### src/rtl/spi_master_ctrl_if.sv
// ============================================================================
// Module  : spi_master_ctrl_if
// Brief   : Register-port bundle between the AXI-Lite slave bridge and the
//           SPI master controller.
// Revision: 1.0 - initial release
// ============================================================================
`timescale 1ns/1ps
`default_nettype none

interface spi_master_ctrl_if #(
  parameter int ADDR_WIDTH = 32,
  parameter int DATA_WIDTH = 32
);
  logic [3:0]            i_wen;
  logic [ADDR_WIDTH-1:0] i_addr_w;
  logic [DATA_WIDTH-1:0] i_data_w;
  logic                  i_valid_w;
  logic [ADDR_WIDTH-1:0] i_addr_r;
  logic                  i_valid_r;
  logic [DATA_WIDTH-1:0] o_data_r;

  modport master (
    output i_wen, i_addr_w, i_data_w, i_valid_w, i_addr_r, i_valid_r,
    input  o_data_r
  );

  modport slave (
    input  i_wen, i_addr_w, i_data_w, i_valid_w, i_addr_r, i_valid_r,
    output o_data_r
  );
endinterface

`default_nettype wire

### src/rtl/spi_master_ctrl.sv
// ============================================================================
// Module  : spi_master_ctrl
// Brief   : Single-byte SPI master with CPOL/CPHA/bit-order control and a
//           small register file (CTRL, CLKDIV, TXDATA, RXDATA, STATUS).
// Revision: 1.0 - initial release
// ============================================================================
`timescale 1ns/1ps
`default_nettype none

module spi_master_ctrl #(
  parameter int ADDR_WIDTH = 32,
  parameter int DATA_WIDTH = 32
) (
  input  logic                clk,
  input  logic                resetn,
  spi_master_ctrl_if.slave    bus,
  output logic                o_spi_sclk,
  output logic                o_spi_mosi,
  output logic                o_spi_cs_n,
  input  logic                i_spi_miso,
  output logic                o_irq
);

  localparam logic [2:0] c_reg_ctrl   = 3'd0;
  localparam logic [2:0] c_reg_clkdiv = 3'd1;
  localparam logic [2:0] c_reg_txdata = 3'd2;
  localparam logic [2:0] c_reg_rxdata = 3'd3;
  localparam logic [2:0] c_reg_status = 3'd4;

  typedef enum logic [1:0] {S_IDLE, S_SETUP, S_SHIFT, S_HOLD} state_t;

  state_t          r_state, w_state_nxt;
  logic [15:0]     r_cnt, w_cnt_nxt;
  logic [3:0]      r_hp, w_hp_nxt;
  logic            w_edge, w_enter_hold, w_done;

  logic [3:0]      r_wen;
  logic [5:0]      r_ctrl, w_ctrl_nxt;
  logic [15:0]     r_clkdiv;
  logic [7:0]      r_rxdata, r_rx_sr, r_tx;
  logic            r_rx_valid, r_tx_ovf, r_rx_ovr;
  logic [15:0]     r_div;
  logic            r_cpol, r_cpha, r_lsb;
  logic            r_sclk, r_mosi, r_cs_n;
  logic [DATA_WIDTH-1:0] w_rdata;

  logic [2:0] w_waddr, w_raddr, w_n;
  logic       w_wr0, w_wr1, w_busy, w_tx_wr, w_start, w_abort, w_half_done;
  logic       w_lead, w_st_wr, w_rd_clr;

  assign w_waddr     = bus.i_addr_w[4:2];
  assign w_raddr     = bus.i_addr_r[4:2];
  assign w_wr0       = bus.i_valid_w & r_wen[0];
  assign w_wr1       = bus.i_valid_w & r_wen[1];
  assign w_busy      = (r_state != S_IDLE);
  assign w_tx_wr     = w_wr0 && (w_waddr == c_reg_txdata);
  assign w_start     = w_tx_wr && r_ctrl[0] && !w_busy;
  assign w_st_wr     = w_wr0 && (w_waddr == c_reg_status);
  assign w_rd_clr    = bus.i_valid_r && (w_raddr == c_reg_rxdata);
  assign w_ctrl_nxt  = (w_wr0 && (w_waddr == c_reg_ctrl)) ? bus.i_data_w[5:0] : r_ctrl;
  // EN is judged on the post-write value so an abort lands on the commit edge
  assign w_abort     = w_busy && !w_ctrl_nxt[0];
  assign w_half_done = (r_cnt == r_div);
  assign w_n         = w_hp_nxt[3:1];
  assign w_lead      = ~w_hp_nxt[0];

  function automatic logic bit_of(input logic [7:0] d, input logic lsb, input logic [2:0] n);
    return lsb ? d[n] : d[3'd7 - n];
  endfunction

  always_comb begin
    w_state_nxt  = r_state;
    w_cnt_nxt    = r_cnt + 16'd1;
    w_hp_nxt     = r_hp;
    w_edge       = 1'b0;
    w_enter_hold = 1'b0;
    w_done       = 1'b0;
    case (r_state)
      S_IDLE: begin
        w_cnt_nxt = 16'd0;
        if (w_start) begin
          w_state_nxt = S_SETUP;
          w_hp_nxt    = 4'd0;
        end
      end
      S_SETUP: if (w_half_done) begin
        w_state_nxt = S_SHIFT;
        w_cnt_nxt   = 16'd0;
        w_hp_nxt    = 4'd0;
        w_edge      = 1'b1;
      end
      S_SHIFT: if (w_half_done) begin
        w_cnt_nxt = 16'd0;
        if (r_hp == 4'd15) begin
          w_state_nxt  = S_HOLD;
          w_enter_hold = 1'b1;
        end else begin
          w_hp_nxt = r_hp + 4'd1;
          w_edge   = 1'b1;
        end
      end
      S_HOLD: if (w_half_done) begin
        w_state_nxt = S_IDLE;
        w_done      = 1'b1;
      end
      default: w_state_nxt = S_IDLE;
    endcase
    if (w_abort) begin
      w_state_nxt  = S_IDLE;
      w_cnt_nxt    = 16'd0;
      w_edge       = 1'b0;
      w_enter_hold = 1'b0;
      w_done       = 1'b0;
    end
  end

  always_ff @(posedge clk or negedge resetn) begin
    if (!resetn) begin
      r_state <= S_IDLE;
      r_cnt   <= 16'd0;
      r_hp    <= 4'd0;
    end else begin
      r_state <= w_state_nxt;
      r_cnt   <= w_cnt_nxt;
      r_hp    <= w_hp_nxt;
    end
  end

  always_ff @(posedge clk or negedge resetn) begin
    if (!resetn) begin
      r_wen      <= 4'd0;
      r_ctrl     <= 6'd0;
      r_clkdiv   <= 16'h0004;
      r_rxdata   <= 8'd0;
      r_rx_sr    <= 8'd0;
      r_tx       <= 8'd0;
      r_rx_valid <= 1'b0;
      r_tx_ovf   <= 1'b0;
      r_rx_ovr   <= 1'b0;
      r_div      <= 16'd0;
      r_cpol     <= 1'b0;
      r_cpha     <= 1'b0;
      r_lsb      <= 1'b0;
      r_sclk     <= 1'b0;
      r_mosi     <= 1'b0;
      r_cs_n     <= 1'b1;
    end else begin
      if (bus.i_wen != 4'd0)  r_wen <= bus.i_wen;
      else if (bus.i_valid_w) r_wen <= 4'd0;

      r_ctrl <= w_ctrl_nxt;
      if (w_wr0 && (w_waddr == c_reg_clkdiv)) r_clkdiv[7:0]  <= bus.i_data_w[7:0];
      if (w_wr1 && (w_waddr == c_reg_clkdiv)) r_clkdiv[15:8] <= bus.i_data_w[15:8];

      if (w_start) begin
        r_div  <= r_clkdiv;
        r_cpol <= r_ctrl[1];
        r_cpha <= r_ctrl[2];
        r_lsb  <= r_ctrl[3];
        r_tx   <= bus.i_data_w[7:0];
      end

      if (w_start)           r_sclk <= r_ctrl[1];
      else if (w_abort)      r_sclk <= w_ctrl_nxt[1];
      else if (w_edge)       r_sclk <= ~r_sclk;
      else if (w_enter_hold) r_sclk <= r_cpol;
      else if (!w_busy)      r_sclk <= w_ctrl_nxt[1];

      // Leading edges of CPHA=1 and trailing edges of CPHA=0 advance MOSI
      if (w_start) begin
        r_mosi <= bit_of(bus.i_data_w[7:0], r_ctrl[3], 3'd0);
      end else if (w_edge) begin
        if (w_lead && r_cpha)
          r_mosi <= bit_of(r_tx, r_lsb, w_n);
        else if (!w_lead && !r_cpha && (w_n != 3'd7))
          r_mosi <= bit_of(r_tx, r_lsb, w_n + 3'd1);
      end
      if (w_edge && (w_lead ^ r_cpha))
        r_rx_sr[r_lsb ? w_n : (3'd7 - w_n)] <= i_spi_miso;

      if (w_start)      r_cs_n <= 1'b0;
      else if (w_abort) r_cs_n <= 1'b1;
      else if (w_done)  r_cs_n <= ~w_ctrl_nxt[5];
      else if (!w_busy) r_cs_n <= r_cs_n | ~w_ctrl_nxt[5];

      if (w_done) r_rxdata <= r_rx_sr;
      r_rx_valid <= w_done | (r_rx_valid & ~w_rd_clr);
      r_rx_ovr   <= (w_done & r_rx_valid) | (r_rx_ovr & ~(w_st_wr & bus.i_data_w[3]));
      r_tx_ovf   <= (w_tx_wr & ~w_start) | (r_tx_ovf & ~(w_st_wr & bus.i_data_w[2]));
    end
  end

  always_comb begin
    w_rdata = '0;
    case (w_raddr)
      c_reg_ctrl:   w_rdata[5:0]  = r_ctrl;
      c_reg_clkdiv: w_rdata[15:0] = r_clkdiv;
      c_reg_rxdata: w_rdata[7:0]  = r_rxdata;
      c_reg_status: w_rdata[3:0]  = {r_rx_ovr, r_tx_ovf, r_rx_valid, w_busy};
      default:      w_rdata       = '0;
    endcase
  end

  assign bus.o_data_r = w_rdata;
  assign o_spi_sclk   = r_sclk;
  assign o_spi_mosi   = r_mosi;
  assign o_spi_cs_n   = r_cs_n;
  assign o_irq        = r_ctrl[4] & r_rx_valid;

  // Only the register-select bits and low 16 data bits carry meaning
  logic w_unused_bits;
  assign w_unused_bits = &{1'b0, bus.i_addr_w[ADDR_WIDTH-1:5], bus.i_addr_w[1:0],
                           bus.i_addr_r[ADDR_WIDTH-1:5], bus.i_addr_r[1:0],
                           bus.i_data_w[DATA_WIDTH-1:16]};

endmodule

`default_nettype wire

### src/flat_wrapper.sv
// flat-port wrapper written by rule: the top's interface ports become plain ports
module spi_master_ctrl_flat 
#(
  parameter int ADDR_WIDTH = 32,
  parameter int DATA_WIDTH = 32
)
  (clk, resetn, o_spi_sclk, o_spi_mosi, o_spi_cs_n, i_spi_miso, o_irq, bus_i_wen, bus_i_addr_w, bus_i_data_w, bus_i_valid_w, bus_i_addr_r, bus_i_valid_r, bus_o_data_r);
  spi_master_ctrl_if #(.ADDR_WIDTH(ADDR_WIDTH), .DATA_WIDTH(DATA_WIDTH)) bus_i ();
  input  logic clk;
  input  logic resetn;
  output logic o_spi_sclk;
  output logic o_spi_mosi;
  output logic o_spi_cs_n;
  input  logic i_spi_miso;
  output logic o_irq;
  input wire logic [$bits(bus_i.i_wen)-1:0] bus_i_wen;
  input wire logic [$bits(bus_i.i_addr_w)-1:0] bus_i_addr_w;
  input wire logic [$bits(bus_i.i_data_w)-1:0] bus_i_data_w;
  input wire logic [$bits(bus_i.i_valid_w)-1:0] bus_i_valid_w;
  input wire logic [$bits(bus_i.i_addr_r)-1:0] bus_i_addr_r;
  input wire logic [$bits(bus_i.i_valid_r)-1:0] bus_i_valid_r;
  output wire logic [$bits(bus_i.o_data_r)-1:0] bus_o_data_r;
  assign bus_i.i_wen = bus_i_wen;
  assign bus_i.i_addr_w = bus_i_addr_w;
  assign bus_i.i_data_w = bus_i_data_w;
  assign bus_i.i_valid_w = bus_i_valid_w;
  assign bus_i.i_addr_r = bus_i_addr_r;
  assign bus_i.i_valid_r = bus_i_valid_r;
  assign bus_o_data_r = bus_i.o_data_r;
  spi_master_ctrl #(.ADDR_WIDTH(ADDR_WIDTH), .DATA_WIDTH(DATA_WIDTH)) u_core (.clk(clk), .resetn(resetn), .bus(bus_i), .o_spi_sclk(o_spi_sclk), .o_spi_mosi(o_spi_mosi), .o_spi_cs_n(o_spi_cs_n), .i_spi_miso(i_spi_miso), .o_irq(o_irq));
endmodule
### config.mk
export PLATFORM = sky130hd
export DESIGN_NAME = spi_master_ctrl_flat
export DESIGN_NICKNAME = d
export VERILOG_FILES = /design/src/rtl/spi_master_ctrl_if.sv /design/src/rtl/spi_master_ctrl.sv /design/src/flat_wrapper.sv
export SDC_FILE = /design/constraint.sdc
export NUM_CORES = 1
export LEC_CHECK = 0
export BUFFER_PORTS_ARGS = -buffer_cell sky130_fd_sc_hd__buf_4
export CAP_MARGIN = 5
export CORE_ASPECT_RATIO = 0.8
export CORE_MARGIN = 4
export CORE_UTILIZATION = 57
export DETAILED_ROUTE_END_ITERATION = 10
export PLACE_DENSITY = 0.86
export SYNTH_ARGS = -nofsm -noshare
export SYNTH_HDL_FRONTEND = slang
export SYNTH_SLANG_ARGS = --single-unit
### constraint.sdc
create_clock -name clk -period 6.7 [get_ports clk]
set_input_delay 1.005 -clock clk [delete_from_list [all_inputs] [get_ports clk]]
set_output_delay 1.005 -clock clk [all_outputs]
set_load 0.05 [all_outputs]
==> results of run 1 <==
## final cells by class
cell class	count	area, µm²
Clock buffer	10	239
Sequential cell	95	2380
Timing Repair Buffer	53	398
Tap cell	112	140
Inverter	15	56.3
Clock inverter	6	67.6
Multi-Input combinational cell	403	2610
Fill cell	655	2780
## flip-flops by register name, indices dropped and copies added, names as in the netlist, 2 cells and up
register,cells
u_core.r_clkdiv,16
u_core.r_cnt,16
u_core.r_div,16
u_core.r_rx_sr,8
u_core.r_rxdata,8
u_core.r_tx,8
u_core.r_ctrl,6
u_core.r_hp,4
u_core.r_state,2
u_core.r_wen,2
## metal layers
layer	share of wire, %	routed length (µm)
met1	44	5460
met2	47	5760
met3	7.6	934
met4	1.7	206
met5	0	0
## metrics by stage
step / power [W] / setup slack, ns / cells
final: 0.00195 / 2.29 / 694
after global routing: 0.00205 / 2.08 / 694
after CTS: 0.00195 / 2.32 / 694
after detailed placement: 0.00142 / 1.95 / 678
after global placement: 0.00139 / 2.06 / 678
after floorplan: 0.00125 / 2.75 / 547
## worst paths after layout
kind | start | end | slack [ns] | cells after the start
hold / removal | u_core.r_clkdiv[11] | u_core.r_div[11] | 0.49 | 2
max in group asynchronous | resetn | u_core.r_clkdiv[7] | 4.99 | 2
setup reg to reg | u_core.r_cnt[7] | u_core.o_spi_mosi | 2.47 | 12
min in group asynchronous | resetn | u_core.o_spi_mosi | 0.54 | 1
setup / recovery | bus_i_addr_w[2] | u_core.o_spi_mosi | 2.29 | 13
hold reg to reg | u_core.r_clkdiv[11] | u_core.r_div[11] | 0.49 | 2
## kinds of logic (layout without fill, tap and decap cells)
logic type                 count (synthesis)  after routing  synth area share [%]
xor gates and xnor gates                  32             32                  5.40
DFF                                       95             95                  45.9
and+or+nand+nor                          214            214                  19.3
adders and majority gates                 11             11                  2.65
muxes                                     52             52                  11.3
other                                      1             16                0.0723
AOI/OAI and AO/OA                         78             78                  10.4
buffers and inverters                     49             84                  4.94
## worst max-delay path: cells and delay by family
kind / cells / cell delay, ns
compound gates: 5 / 1.57
fa+ha+maj: 2 / 0.69
buf+inv: 2 / 0.22
mux: 1 / 0.29
simple gates: 3 / 0.86
## cell usage in the layout, fill, tap and decap left out, types with 3 or more instances in the layout
cell type	synthesis	routed
nor2b_1	3	3
ha_1	11	11
dfrtp_1	93	93
nand2_1	97	97
or2_2	3	3
nand3b_1	3	3
xor2_1	26	26
a21oi_1	28	28
xnor2_1	6	6
buf_4	17	53
a32oi_1	3	3
nor4_1	4	3
nand2b_1	10	10
o21ai_0	11	11
and3_1	6	6
mux2i_1	16	16
nand4_1	6	6
conb_1	1	16
nor2_1	39	39
mux2_2	34	34
nand3_1	16	16
inv_8	0	3
nor3_1	6	6
a2bb2oi_1	3	3
and2_1	11	11
inv_1	15	15
clkbuf_16	0	9
o22ai_1	7	7
## power groups by stage
stage | logic (W) | registers, W | clock network [W]
3_3_place_gp | 0.000615 | 0.000772 | 0
6_report | 0.000648 | 0.000773 | 0.000526
4_1_cts | 0.000644 | 0.000769 | 0.000532
2_1_floorplan | 0.000482 | 0.000768 | 0
5_1_grt | 0.000712 | 0.000786 | 0.000553
3_5_place_dp | 0.000639 | 0.000779 | 0
==> results.md, run 1 <==
* Status: finished, final reports clean
* # hold bufs at CTS at 0
* Cts repair resizes at 0
* Initial DRC Count at roughly 320
* Post-layout util at between 60% and 70%
* Worst skew pair latency at 0.35 ns
* Crit-path max FO at 13
* Final setup TNS at 0 ns
* Final GP Congestion at 0.934
* Net Switching at 0.000759 W
* Die area at between 0.01 and 0.015 mm²
* Yosys warning total at 0
* Synth area leaders: dfrtp_1 45%, mux2_2 7.4%, nand2_1 7.0%
* CP Capture Type: flop
* Initial antenna violation count at 0
* Logic gate share of total power at about a third
* Tot GR Track Use at approximately 24%
* CP max-delay cell: nand3_2
* Post-DP HPWL at around 9000 µm
* Count of input and output buffers at 50
* I/O pins at 141
* Worst EP required at 6.93 ns
* Final instance area at 0.00589 mm²
* Synthesized area at 0.00519 mm²
* Met1 usage at 34.1%
* Unrepaired setup endpoints after global routing: false
* Met3 global-route usage at between 5 and 6%
* Hold WC Path Type: flop to flop
* Cell with the most instances after synthesis: nand2_1
* Sequential Power Share at a little under 40%
* Ant diodes at 0
* Layout area overhead at 13.6%
* Peak VDD IR at 165 µV
* ANT nets after route at 0
* Synth top cells by count: 97 x nand2_1, 93 x dfrtp_1, 39 x nor2_1
* Clock power share at 27.0%
* Post-synth top area cell: dfrtp_1
* Post-synth EDFFs at 0
* Sequential-to-total area share from yosys stat at 45.9%
* Critical Path, Cell by Cell: buf_4, nand3b_1, o31ai_2, nand2b_1, a2bb2oi_1, nand3_2, ha_1, ha_1, inv_1, mux4_2, a311o_1, a221oi_2, a31oi_1
* DRC Markers at 0
* Power Dens Cells at 330 mW/mm²
* Vias in the first global route at 4015
* GR peak layer: met2
* Via count at just over 4000
* Worst Max-Slew Pin Slew at 1.08 ns
* Slew margin rel. at 28.2%
* Sw Share at 39.0%
* Post-synth cell types at 60
* Area post-placement at 0.00559 mm²
* P_int at 0.00119 W
* Max Freq at 227 MHz
* Vias per inst at 5.95
* Clock Skews at 0.00812 ns
* Pins Over Slew Limit at 0
* CTS Buf Count at 9
* Post-synthesis area per instance at 9.75 µm²
* Final hold vios at 0
* Post-synth top flop: dfrtp_1
* Arrival time at the worst endpoint at 4.64 ns
* Min Hold Slack at 0.488 ns
* DR WL/cell at between 15 and 20 µm
* Crit share post-route at 65.9%
* Top cell type's share of synthesized area at between 40% and 50%
* Pleak at 2.93 nW
* Post-Syn Instances at approximately 530
* Initial core utilization at around 60%
* Largest net degree at the start of global routing at 72
* Post-synth ARST share at 100%
* Share of cells above drive strength 1 at roughly a fifth
* CTS tree: built
* H-tree Lvls at 3
* Clk slew on worst S/H paths at 0.08 ns
* Height of the chip at 93.3 µm
* Final worst path period need at 4.41 ns
* WS Path Type: input pin to flop
* Post-CTS Setup Inserts at 0
* Synthesis-stage register bit count at 95
* Core box area at 0.00867 mm²
* Max clock buf depth at 2
* Congestion Overflow GR at 0
* Grt met2 use at a little under two fifths
* Rows at 30
* CP Launch Type: input pin
* Clk root buf: clkbuf_16
* Clock Sink Count at 95
* Endpoints failing setup at 0
* Total of max-cap violations at 0
* Slowest Stage Delay on Critical Path at approximately 0.44 ns
* Post-layout nets at 693
* Post-Route WL at 12400 µm
* Global-route wire length before repair at between 20000 and 25000 µm
* DR pass1 iterations at 5
* Die X-Extent at approximately 110 µm
* Cell mode on critical path: ha_1
Note: power is estimated with default switching activity, not from simulation.
==> inputs of run 2 (changes only) <==
--- a/config.mk
+++ b/config.mk
@@ -9,9 +9,9 @@
 export CAP_MARGIN = 5
 export CORE_ASPECT_RATIO = 0.8
 export CORE_MARGIN = 4
-export CORE_UTILIZATION = 57
+export CORE_UTILIZATION = 53
 export DETAILED_ROUTE_END_ITERATION = 10
-export PLACE_DENSITY = 0.86
+export PLACE_DENSITY = 0.81
 export SYNTH_ARGS = -nofsm -noshare
 export SYNTH_HDL_FRONTEND = slang
 export SYNTH_SLANG_ARGS = --single-unit
==> constraint.sdc (replaced) <==
create_clock -name clk -period 4.3 [get_ports clk]
set_input_delay 0.645 -clock clk [delete_from_list [all_inputs] [get_ports clk]]
set_output_delay 0.645 -clock clk [all_outputs]
set_load 0.05 [all_outputs]
==> results.md, run 2 (same netlist as run 1, synthesis figures left out) <==
* DR pass1 iterations at 5
* Clk root buf: clkbuf_16
* Clock Sink Count at 95
* Area post-placement at 0.00560 mm²
* Worst EP required at between 4 and 5 ns
* Clock Skews at roughly 0.0079 ns
* Hold WC Path Type: input pin to async pin
* Post-DP HPWL at between 8000 and 9000 µm
* WS Path Type: flop to flop
* Congestion Overflow GR at 0
* Tot GR Track Use at 22.0%
* Slew margin rel. at 26.5%
* Arrival time at the worst endpoint at 4.02 ns
* H-tree Lvls at 3
* Post-CTS Setup Inserts at 0
* Unrepaired setup endpoints after global routing: false
* CP Capture Type: flop
* Global-route wire length before repair at 20200 µm
* Crit-path max FO at 11
* Final worst path period need at 3.80 ns
* Die X-Extent at 119 µm
* Final setup TNS at 0 ns
* Crit share post-route at 88.3%
* Worst Max-Slew Pin Slew at 1.10 ns
* ANT nets after route at 0
* DRC Markers at 0
* DR WL/cell at between 15 and 20 µm
* Largest net degree at the start of global routing at 70
* Initial core utilization at 54.0%
* Cts repair resizes at 0
* Final non-filler cell total at 702
* Power Dens Cells at 511 mW/mm²
* Share of cells above drive strength 1 at 20.8%
* Ant diodes at 0
* Largest regs: u_core.r_clkdiv x16, u_core.r_cnt x16, u_core.r_div x16
* Post-layout nets at just under 700
* Clk slew on worst S/H paths at around 0.070 ns
* Core box area at slightly below 0.01 mm²
* Count of input and output buffers at 50
* Max clock buf depth at 2
* Post-Route WL at around 12000 µm
* Initial antenna violation count at 0
* Pins Over Slew Limit at 0
* # hold bufs at CTS at 0
* Final instance area at 0.00590 mm²
* Final hold vios at 0
* Die area at 0.0114 mm²
* Rows at 32
* CTS Buf Count at 9
* Total of max-cap violations at 0
* Endpoints failing setup at 0
* Most frequent cells in the layout: 97 x nand2_1, 93 x dfrtp_1, 54 x buf_4
* Initial DRC Count at 294
* CTS tree: built
* Status: finished, final reports clean
* Layout fillers at 774
* Pleak at approximately 3 nW
* I/O pins at 141
* Most common cell after layout, fill and taps aside: nand2_1
* Cell count after placement at 686
* Layout area overhead at 13.7%
* Vias per inst at ~5.8
* CP Launch Type: flop
* Height of the chip at a little under 100 µm
* Worst skew pair latency at around 0.34 ns
* Final GP Congestion at around 0.87
* Via count at 4090
* Vias in the first global route at 4078
* Peak VDD IR at 265 µV
* Max Freq at roughly 260 MHz
==> run 2: changes by cell type in the layout (fill, tap and decap cells not counted) <==
cell / before / now
clkbuf_8: 1 / 0
inv_6: 2 / 3
buf_4: 53 / 54
clkinv_4: 0 / 1
inv_8: 3 / 1
clkbuf_1: 0 / 1
==> run 2: metal layers <==
metal	vias up	GRT usage, %	routed length, µm
li1	1903	-	-
met1	1994	30.1	5440
met2	181	35.7	5550
met3	12	5.70	930
met4	0	5.30	99
met5	-	0	0
==> run 2: power breakdown <==
part           switching [W]  internal [W]
Clock               0.000368      0.000409
Sequential          0.000153       0.00105
Combinational       0.000644      0.000389
Total                0.00117       0.00185
==> run 2: critical path, stage by stage, from the launching register on <==
cell       delay [ns]
dfrtp_1          0.46
xor2_1           0.17
nor4_1           0.41
nand4_2          0.38
nor3_1           0.34
a2bb2oi_2        0.43
ha_1             0.35
inv_1            0.10
mux4_2           0.28
a311o_1          0.37
a221oi_2         0.27
a31oi_1          0.11
==> run 2: metrics by stage <==
| step | util [%] | hold slack [ns] | setup WS [ns] | power (W) |
|---|---|---|---|---|
| 3_5_place_dp | 58.3 | 0.479 | 0.420 | 0.00222 |
| 5_1_grt | 61.4 | 0.487 | 0.262 | 0.00318 |
| 4_1_cts | 61.4 | 0.453 | 0.506 | 0.00301 |
| 6_report | 61.4 | 0.418 | 0.504 | 0.00301 |
| 2_1_floorplan | - | 0.349 | 0.715 | 0.00195 |
| 3_3_place_gp | 58.3 | 0.465 | 0.461 | 0.00218 |
==> run 2: layout make-up <==
class | count | area (µm²) | area share (%)
Inverter | 15 | 56.3 | 0.955
Sequential cell | 95 | 2380 | 40.4
Timing Repair Buffer | 54 | 405 | 6.88
Clock inverter | 6 | 62.6 | 1.06
Clock buffer | 10 | 229 | 3.88
Tap cell | 119 | 149 | 2.53
Multi-Input combinational cell | 403 | 2610 | 44.3
==> run 2: path summary, 6_finish.rpt <==
kind | from | end | slack [ns] | cells after the start
setup / recovery | u_core.r_cnt[7] | u_core.o_spi_mosi | 0.50 | 11
hold / removal | resetn | u_core.r_cnt[10] | 0.42 | 1
setup reg to reg | u_core.r_cnt[7] | u_core.o_spi_mosi | 0.50 | 11
hold reg to reg | u_core.r_clkdiv[12] | u_core.r_div[12] | 0.49 | 2
max in group asynchronous | resetn | u_core.r_cnt[15] | 3.02 | 2
min in group clk | u_core.r_clkdiv[12] | u_core.r_div[12] | 0.49 | 2
